File: src/rtl/eth_unpacker.sv
// eth_unpacker: RMII receive unpacker that locks on preamble/SFD, filters broadcast,
// captures length, streams the payload as dibits and checks the trailing CRC-32 FCS.
module eth_unpacker #(
    parameter int MIN_PRE_DIBITS = 8,
    parameter int ADDR_DIBITS    = 24,
    parameter int LEN_DIBITS     = 8,
    parameter int PAYLOAD_DIBITS = 1280,
    parameter int CRC_DIBITS     = 16
) (
    input  logic        clk,
    input  logic        rst,
    input  logic        crsdv,
    input  logic [1:0]  rxd,
    output logic        axiov,
    output logic [1:0]  axiod,
    output logic [15:0] len_field,
    output logic        eof,
    output logic        fcs_ok,
    output logic        frame_err
);
    localparam int CW = $clog2(PAYLOAD_DIBITS + 1);
    localparam logic [CW-1:0] PRE_MIN = CW'(MIN_PRE_DIBITS);
    localparam logic [CW-1:0] A_LAST  = CW'(ADDR_DIBITS - 1);
    localparam logic [CW-1:0] L_LAST  = CW'(LEN_DIBITS - 1);
    localparam logic [CW-1:0] P_LAST  = CW'(PAYLOAD_DIBITS - 1);
    localparam logic [CW-1:0] C_LAST  = CW'(CRC_DIBITS - 1);

    localparam logic [3:0] IDLE = 4'd0, PRE = 4'd1, DEST = 4'd2, SRC = 4'd3, LEN = 4'd4,
                           DATA = 4'd5, FCS = 4'd6, DONE = 4'd7, DROP = 4'd8;

    logic [3:0]    state_q, state_d;
    logic [CW-1:0] cnt_q, cnt_d;
    logic [15:0]   len_q, len_d;
    logic [31:0]   rx_fcs_q, rx_fcs_d;
    logic [1:0]    axiod_q, axiod_d;
    logic          axiov_q, axiov_d, eof_q, eof_d, fcs_ok_q, fcs_ok_d, frame_err_q, frame_err_d;
    logic          crc_rst_q, crc_rst_d;
    logic [31:0]   crc_out;
    logic          crc_en;

    assign crc_en = crsdv && (state_q inside {DEST, SRC, LEN, DATA});

    always_comb begin
        state_d     = state_q;
        cnt_d       = cnt_q + 1'b1;
        len_d       = len_q;
        rx_fcs_d    = rx_fcs_q;
        axiov_d     = 1'b0;
        axiod_d     = axiod_q;
        eof_d       = 1'b0;
        fcs_ok_d    = 1'b0;
        frame_err_d = 1'b0;
        case (state_q)
            IDLE: begin
                cnt_d = '0;
                if (crsdv && rxd == 2'b01) begin
                    state_d = PRE;
                    cnt_d   = CW'(1);
                end
            end
            PRE: begin
                if (crsdv && rxd == 2'b01) cnt_d = (cnt_q == '1) ? cnt_q : cnt_q + 1'b1;
                else begin
                    state_d = (crsdv && rxd == 2'b11 && cnt_q >= PRE_MIN) ? DEST : DROP;
                    cnt_d   = '0;
                end
            end
            DEST: begin
                if (!crsdv || rxd != 2'b11) begin
                    state_d = DROP;
                    cnt_d   = '0;
                end else if (cnt_q == A_LAST) begin
                    state_d = SRC;
                    cnt_d   = '0;
                end
            end
            SRC: begin
                if (cnt_q == A_LAST) begin
                    state_d = LEN;
                    cnt_d   = '0;
                end
            end
            LEN: begin
                len_d = {len_q[13:0], rxd};
                if (cnt_q == L_LAST) begin
                    state_d = DATA;
                    cnt_d   = '0;
                end
            end
            DATA: begin
                axiov_d = 1'b1;
                axiod_d = rxd;
                if (cnt_q == P_LAST) begin
                    state_d = FCS;
                    cnt_d   = '0;
                end
            end
            FCS: begin
                // wire order puts the first bit of each dibit at the higher FCS index
                rx_fcs_d = {rx_fcs_q[29:0], rxd[0], rxd[1]};
                if (cnt_q == C_LAST) begin
                    state_d  = DONE;
                    cnt_d    = '0;
                    eof_d    = 1'b1;
                    fcs_ok_d = (rx_fcs_d == crc_out);
                end
            end
            DONE: begin
                state_d = crsdv ? DROP : IDLE;
                cnt_d   = '0;
            end
            DROP: begin
                cnt_d   = '0;
                state_d = crsdv ? DROP : IDLE;
            end
            default: begin
                state_d = IDLE;
                cnt_d   = '0;
            end
        endcase
        if (!crsdv && (state_q inside {SRC, LEN, DATA, FCS})) begin
            state_d     = IDLE;
            cnt_d       = '0;
            len_d       = len_q;
            rx_fcs_d    = rx_fcs_q;
            axiov_d     = 1'b0;
            axiod_d     = axiod_q;
            eof_d       = 1'b1;
            fcs_ok_d    = 1'b0;
            frame_err_d = 1'b1;
        end
        crc_rst_d = (state_d == IDLE);
    end

    always_ff @(posedge clk or posedge rst) begin
        if (rst) begin
            state_q     <= IDLE;
            cnt_q       <= '0;
            len_q       <= '0;
            rx_fcs_q    <= '0;
            axiov_q     <= 1'b0;
            axiod_q     <= '0;
            eof_q       <= 1'b0;
            fcs_ok_q    <= 1'b0;
            frame_err_q <= 1'b0;
            crc_rst_q   <= 1'b1;
        end else begin
            state_q     <= state_d;
            cnt_q       <= cnt_d;
            len_q       <= len_d;
            rx_fcs_q    <= rx_fcs_d;
            axiov_q     <= axiov_d;
            axiod_q     <= axiod_d;
            eof_q       <= eof_d;
            fcs_ok_q    <= fcs_ok_d;
            frame_err_q <= frame_err_d;
            crc_rst_q   <= crc_rst_d;
        end
    end

    // registered reset keeps the CRC's async clear glitch-free while covering Idle and rst
    crc32 u_crc (
        .clk   (clk),
        .rst   (crc_rst_q),
        .axiiv (crc_en),
        .axiid (rxd),
        .axiod (crc_out)
    );

    assign axiov     = axiov_q;
    assign axiod     = axiod_q;
    assign len_field = len_q;
    assign eof       = eof_q;
    assign fcs_ok    = fcs_ok_q;
    assign frame_err = frame_err_q;
endmodule

// crc32: Ethernet CRC-32 over a dibit stream, axiid[0] first; axiod is the complemented remainder.
module crc32 (
    input  logic        clk,
    input  logic        rst,
    input  logic        axiiv,
    input  logic [1:0]  axiid,
    output logic [31:0] axiod
);
    localparam logic [31:0] POLY = 32'h04C1_1DB7;
    logic [31:0] crc_q, crc_d, c1;

    always_comb begin
        c1    = {crc_q[30:0], 1'b0} ^ ((crc_q[31] ^ axiid[0]) ? POLY : 32'h0);
        crc_d = {c1[30:0], 1'b0} ^ ((c1[31] ^ axiid[1]) ? POLY : 32'h0);
    end

    always_ff @(posedge clk or posedge rst) begin
        if (rst) crc_q <= '1;
        else if (axiiv) crc_q <= crc_d;
    end

    assign axiod = ~crc_q;
endmodule

File: config.mk
export PLATFORM = sky130hd
export DESIGN_NAME = eth_unpacker
export DESIGN_NICKNAME = d
export VERILOG_FILES = /design/src/rtl/eth_unpacker.sv
export SDC_FILE = /design/constraint.sdc
export NUM_CORES = 1
export LEC_CHECK = 0
export ABC_AREA = 1
export BUFFER_PORTS_ARGS = -buffer_cell sky130_fd_sc_hd__buf_2
export CAP_MARGIN = 20
export CORE_MARGIN = 2
export CORE_UTILIZATION = 40
export CTS_CLUSTER_DIAMETER = 30
export DETAILED_ROUTE_END_ITERATION = 10
export GPL_TIMING_DRIVEN = 1
export HOLD_SLACK_MARGIN = 0.15
export SYNTH_ARGS = -nofsm -noshare
export SYNTH_HDL_FRONTEND = slang
export SYNTH_SLANG_ARGS = --single-unit
File: constraint.sdc
create_clock -name clk -period 2.73 [get_ports clk]
set_input_delay 0.546 -clock clk [delete_from_list [all_inputs] [get_ports clk]]
set_output_delay 0.546 -clock clk [all_outputs]
set_load 0.05 [all_outputs]
==> out/metrics.cfg <==
[power_and_ir_drop]
cellPowerDensity_mw_per_mm2 = 521
power.leakage_nw = 2.84
ir_drop_mv = 0.272
p_total_mw = 2.98

[placement]
place_congestion = 0.873
placed_cell_area_mm2 = 0.00540
port_buffers = 26
dp.cells = 788
dp_hpwl_mm = 7.98
place_ws_ps = 687

[timing]
period_needed_ps = 2110
final.setup.tns_ps = 0
finalHoldViolCount = 0
rsz0062_at_grt = no
worstMarginPinSlew_ps = 675
finClkSkew_ps = 7.75
max_freq_mhz = 475
min_period_over_period_pct = 77.1
setup_violations = 0
relSlewSlack_pct = 54.9
finalWorstSetupSlack_ps = 624
slew_viol_final = 0

[worst_hold_path]
hp-class = input pin to asynchronous set/reset pin

[status]
status = finished clean

[setup_path]
startpoint_type = flip-flop
endpoint_kind = flip-flop
required_ps = 2960
arrival_ps = 2330
path_max_fanout = 7
worst-setup-path-type = flip-flop to flip-flop

[cts]
path_clk_slew_ps = 70
cts-root-buf = clkbuf_16
cts_buffers = 9
cts_max_level = 3
cts_tree = built
ctsHoldBuffers = 0
postCtsSetupBuffers = 0
cts_resized = 0
clk_latency_ps = 350
cts_sinks = 100
cts_buffer_depth = 2

[synthesis]
synth_fp_nets = 605
synth.cell_area_mm2 = 0.00505
ys_seq_area_share_pct = 50.4
yosys_warnings = 0
syn_area_per_cell_um2 = 8.44
synth.distinct_cells = 35
synth_seq_cells = 100
syn_inst = 598

[route]
drcViolationCount = 0
wl_per_cell_um = 14.2
vias_per_cell = 4.96
ant_nets = 0
drt_iter0_drc = 331
drtPass1Iterations = 5
finalWirelength_mm = 11.4
vias = 3985

[global_route]
grt_remaining_overflow = 0
grt_pass1_wl_mm = 18.8
grt_max_degree = 69
grt.total_usage_pct = 17.9
grt_pass1_vias = 3747
antenna_found_initial = 0

[die]
start_util_pct = 40.5
fp.dieW_um = 116
die-area_mm2 = 0.0135
coreArea_mm2 = 0.0125
pin_count = 27
num_rows = 41
fp.dieH_um = 116

[final_layout]
final_cell_area_mm2 = 0.00571
layout-drive-gt1-share_pct = 16.6
final_nets = 634
layout.cells.non_filler = 804
syn2layout_area_growth_pct = 13.2
antenna_cells = 0

[run]
cap_violations = 0

state kept, by name, indices dropped and copies added, names as in the netlist:
register / count
u_crc.crc_q: 32
rx_fcs_q: 30
len_field: 16
cnt_q: 11
state_q: 4
axiod: 2
axiov: 1
crc_rst_q: 1
eof: 1
fcs_ok: 1
frame_err: 1
worst paths after layout:
check	cells past startpoint	endpoint	slack [ps]	startpoint
setup / recovery	10	cnt_q[5]	620	cnt_q[0]
hold / removal	3	len_field[15]	270	rst
setup reg to reg	10	cnt_q[5]	620	cnt_q[0]
hold reg to reg	2	u_crc.crc_q[25]	480	u_crc.crc_q[23]
max in group asynchronous	2	u_crc.crc_q[2]	1630	crc_rst_q
min in group clk	2	u_crc.crc_q[25]	480	u_crc.crc_q[23]
metal layers:
metal / track usage, % / part of all wire (%)
met5: 0 / 0
met2: 28.7 / 47
met1: 24.2 / 47
met3: 2.85 / 4.2
met4: 7.14 / 2.0
power by group:
| group | internal [mW] | switching (mW) | leakage [nW] | total, mW |
|---|---|---|---|---|
| Sequential | 1.49 | 0.00361 | 1.19 | 1.50 |
| Clock | 0.754 | 0.608 | 0.157 | 1.36 |
| Combinational | 0.0334 | 0.0883 | 1.50 | 0.122 |
| Total | 2.28 | 0.700 | 2.84 | 2.98 |
layout make-up:
cell class / count / area, um2
timing repair buffer: 35 / 210
inverter: 71 / 267
fill: 1217 / 6750
tap: 172 / 215
sequential: 100 / 2540
clock inverter: 6 / 78.8
clock buffer: 10 / 239
multi-input combinational: 410 / 2160
cells in the final DEF, fill, tap and decap left out, drive strengths merged:
master  netlist  layout
nand2       141     141
inv          70      72
o21ai        69      69
dfrtp        67      67
nor2         56      56
nand3        37      37
xor2         36      36
buf           7      35
dfstp        33      33
a21oi        20      20
nand4        16      16
xnor2        14      14
clkbuf       10      10
mux2          4       4
clkinv        1       4
o211ai        3       3
o22ai         3       3
nor3          3       3
a22oi         2       2
ha            2       2
a21boi        1       1
or2           1       1
nand3b        1       1
and2          1       1
bufinv        0       1
cells in the mapped netlist, drive strengths merged:
| cell type | count | area, um2 |
|---|---|---|
| and2 | 1 | 6.26 |
| nand2 | 141 | 532 |
| nor3 | 3 | 20.0 |
| xnor2 | 14 | 160 |
| nand4 | 16 | 100 |
| xor2 | 36 | 334 |
| inv | 70 | 263 |
| clkinv | 1 | 3.75 |
| o22ai | 3 | 18.8 |
| nand3 | 37 | 190 |
| o211ai | 3 | 22.5 |
| nand3b | 1 | 7.51 |
| dfstp | 33 | 867 |
| buf | 7 | 37.5 |
| a21oi | 20 | 100 |
| o21ai | 69 | 345 |
| ha | 2 | 25.0 |
| a22oi | 2 | 15.0 |
| or2 | 1 | 6.26 |
| mux2 | 4 | 45.0 |
| clkbuf | 10 | 37.5 |
| dfrtp | 67 | 1680 |
| a21boi | 1 | 7.51 |
| nor2 | 56 | 225 |
kinds of logic (layout without fill, tap and decap cells):
group,Yosys count,in the layout,share of synthesized area [%]
xor+xnor,50,50,9.79
compound gates,98,98,10.1
mux,4,4,0.893
buf+inv,88,122,6.77
flops,100,100,50.4
simple gates,256,256,21.5
fa+ha+maj,2,2,0.496
critical path, stage by stage (launching register included):
cell and delay (ps):
dfrtp_1 450, ha_1 220, nand2_1 100, nor2_1 230, nand3_1 150, nor3_1 230
nand2_1 230, clkinv_1 110, nor2_1 70, nand2_1 120, o21ai_1 70
metrics by stage:
step                hold WS (ps)  util, %
floorplan                    453        -
global placement             466     43.3
detailed placement           473     43.3
CTS                          281     45.8
global route                 310     45.8
finish                       271     45.8
Power figures use the tool's default switching activity.
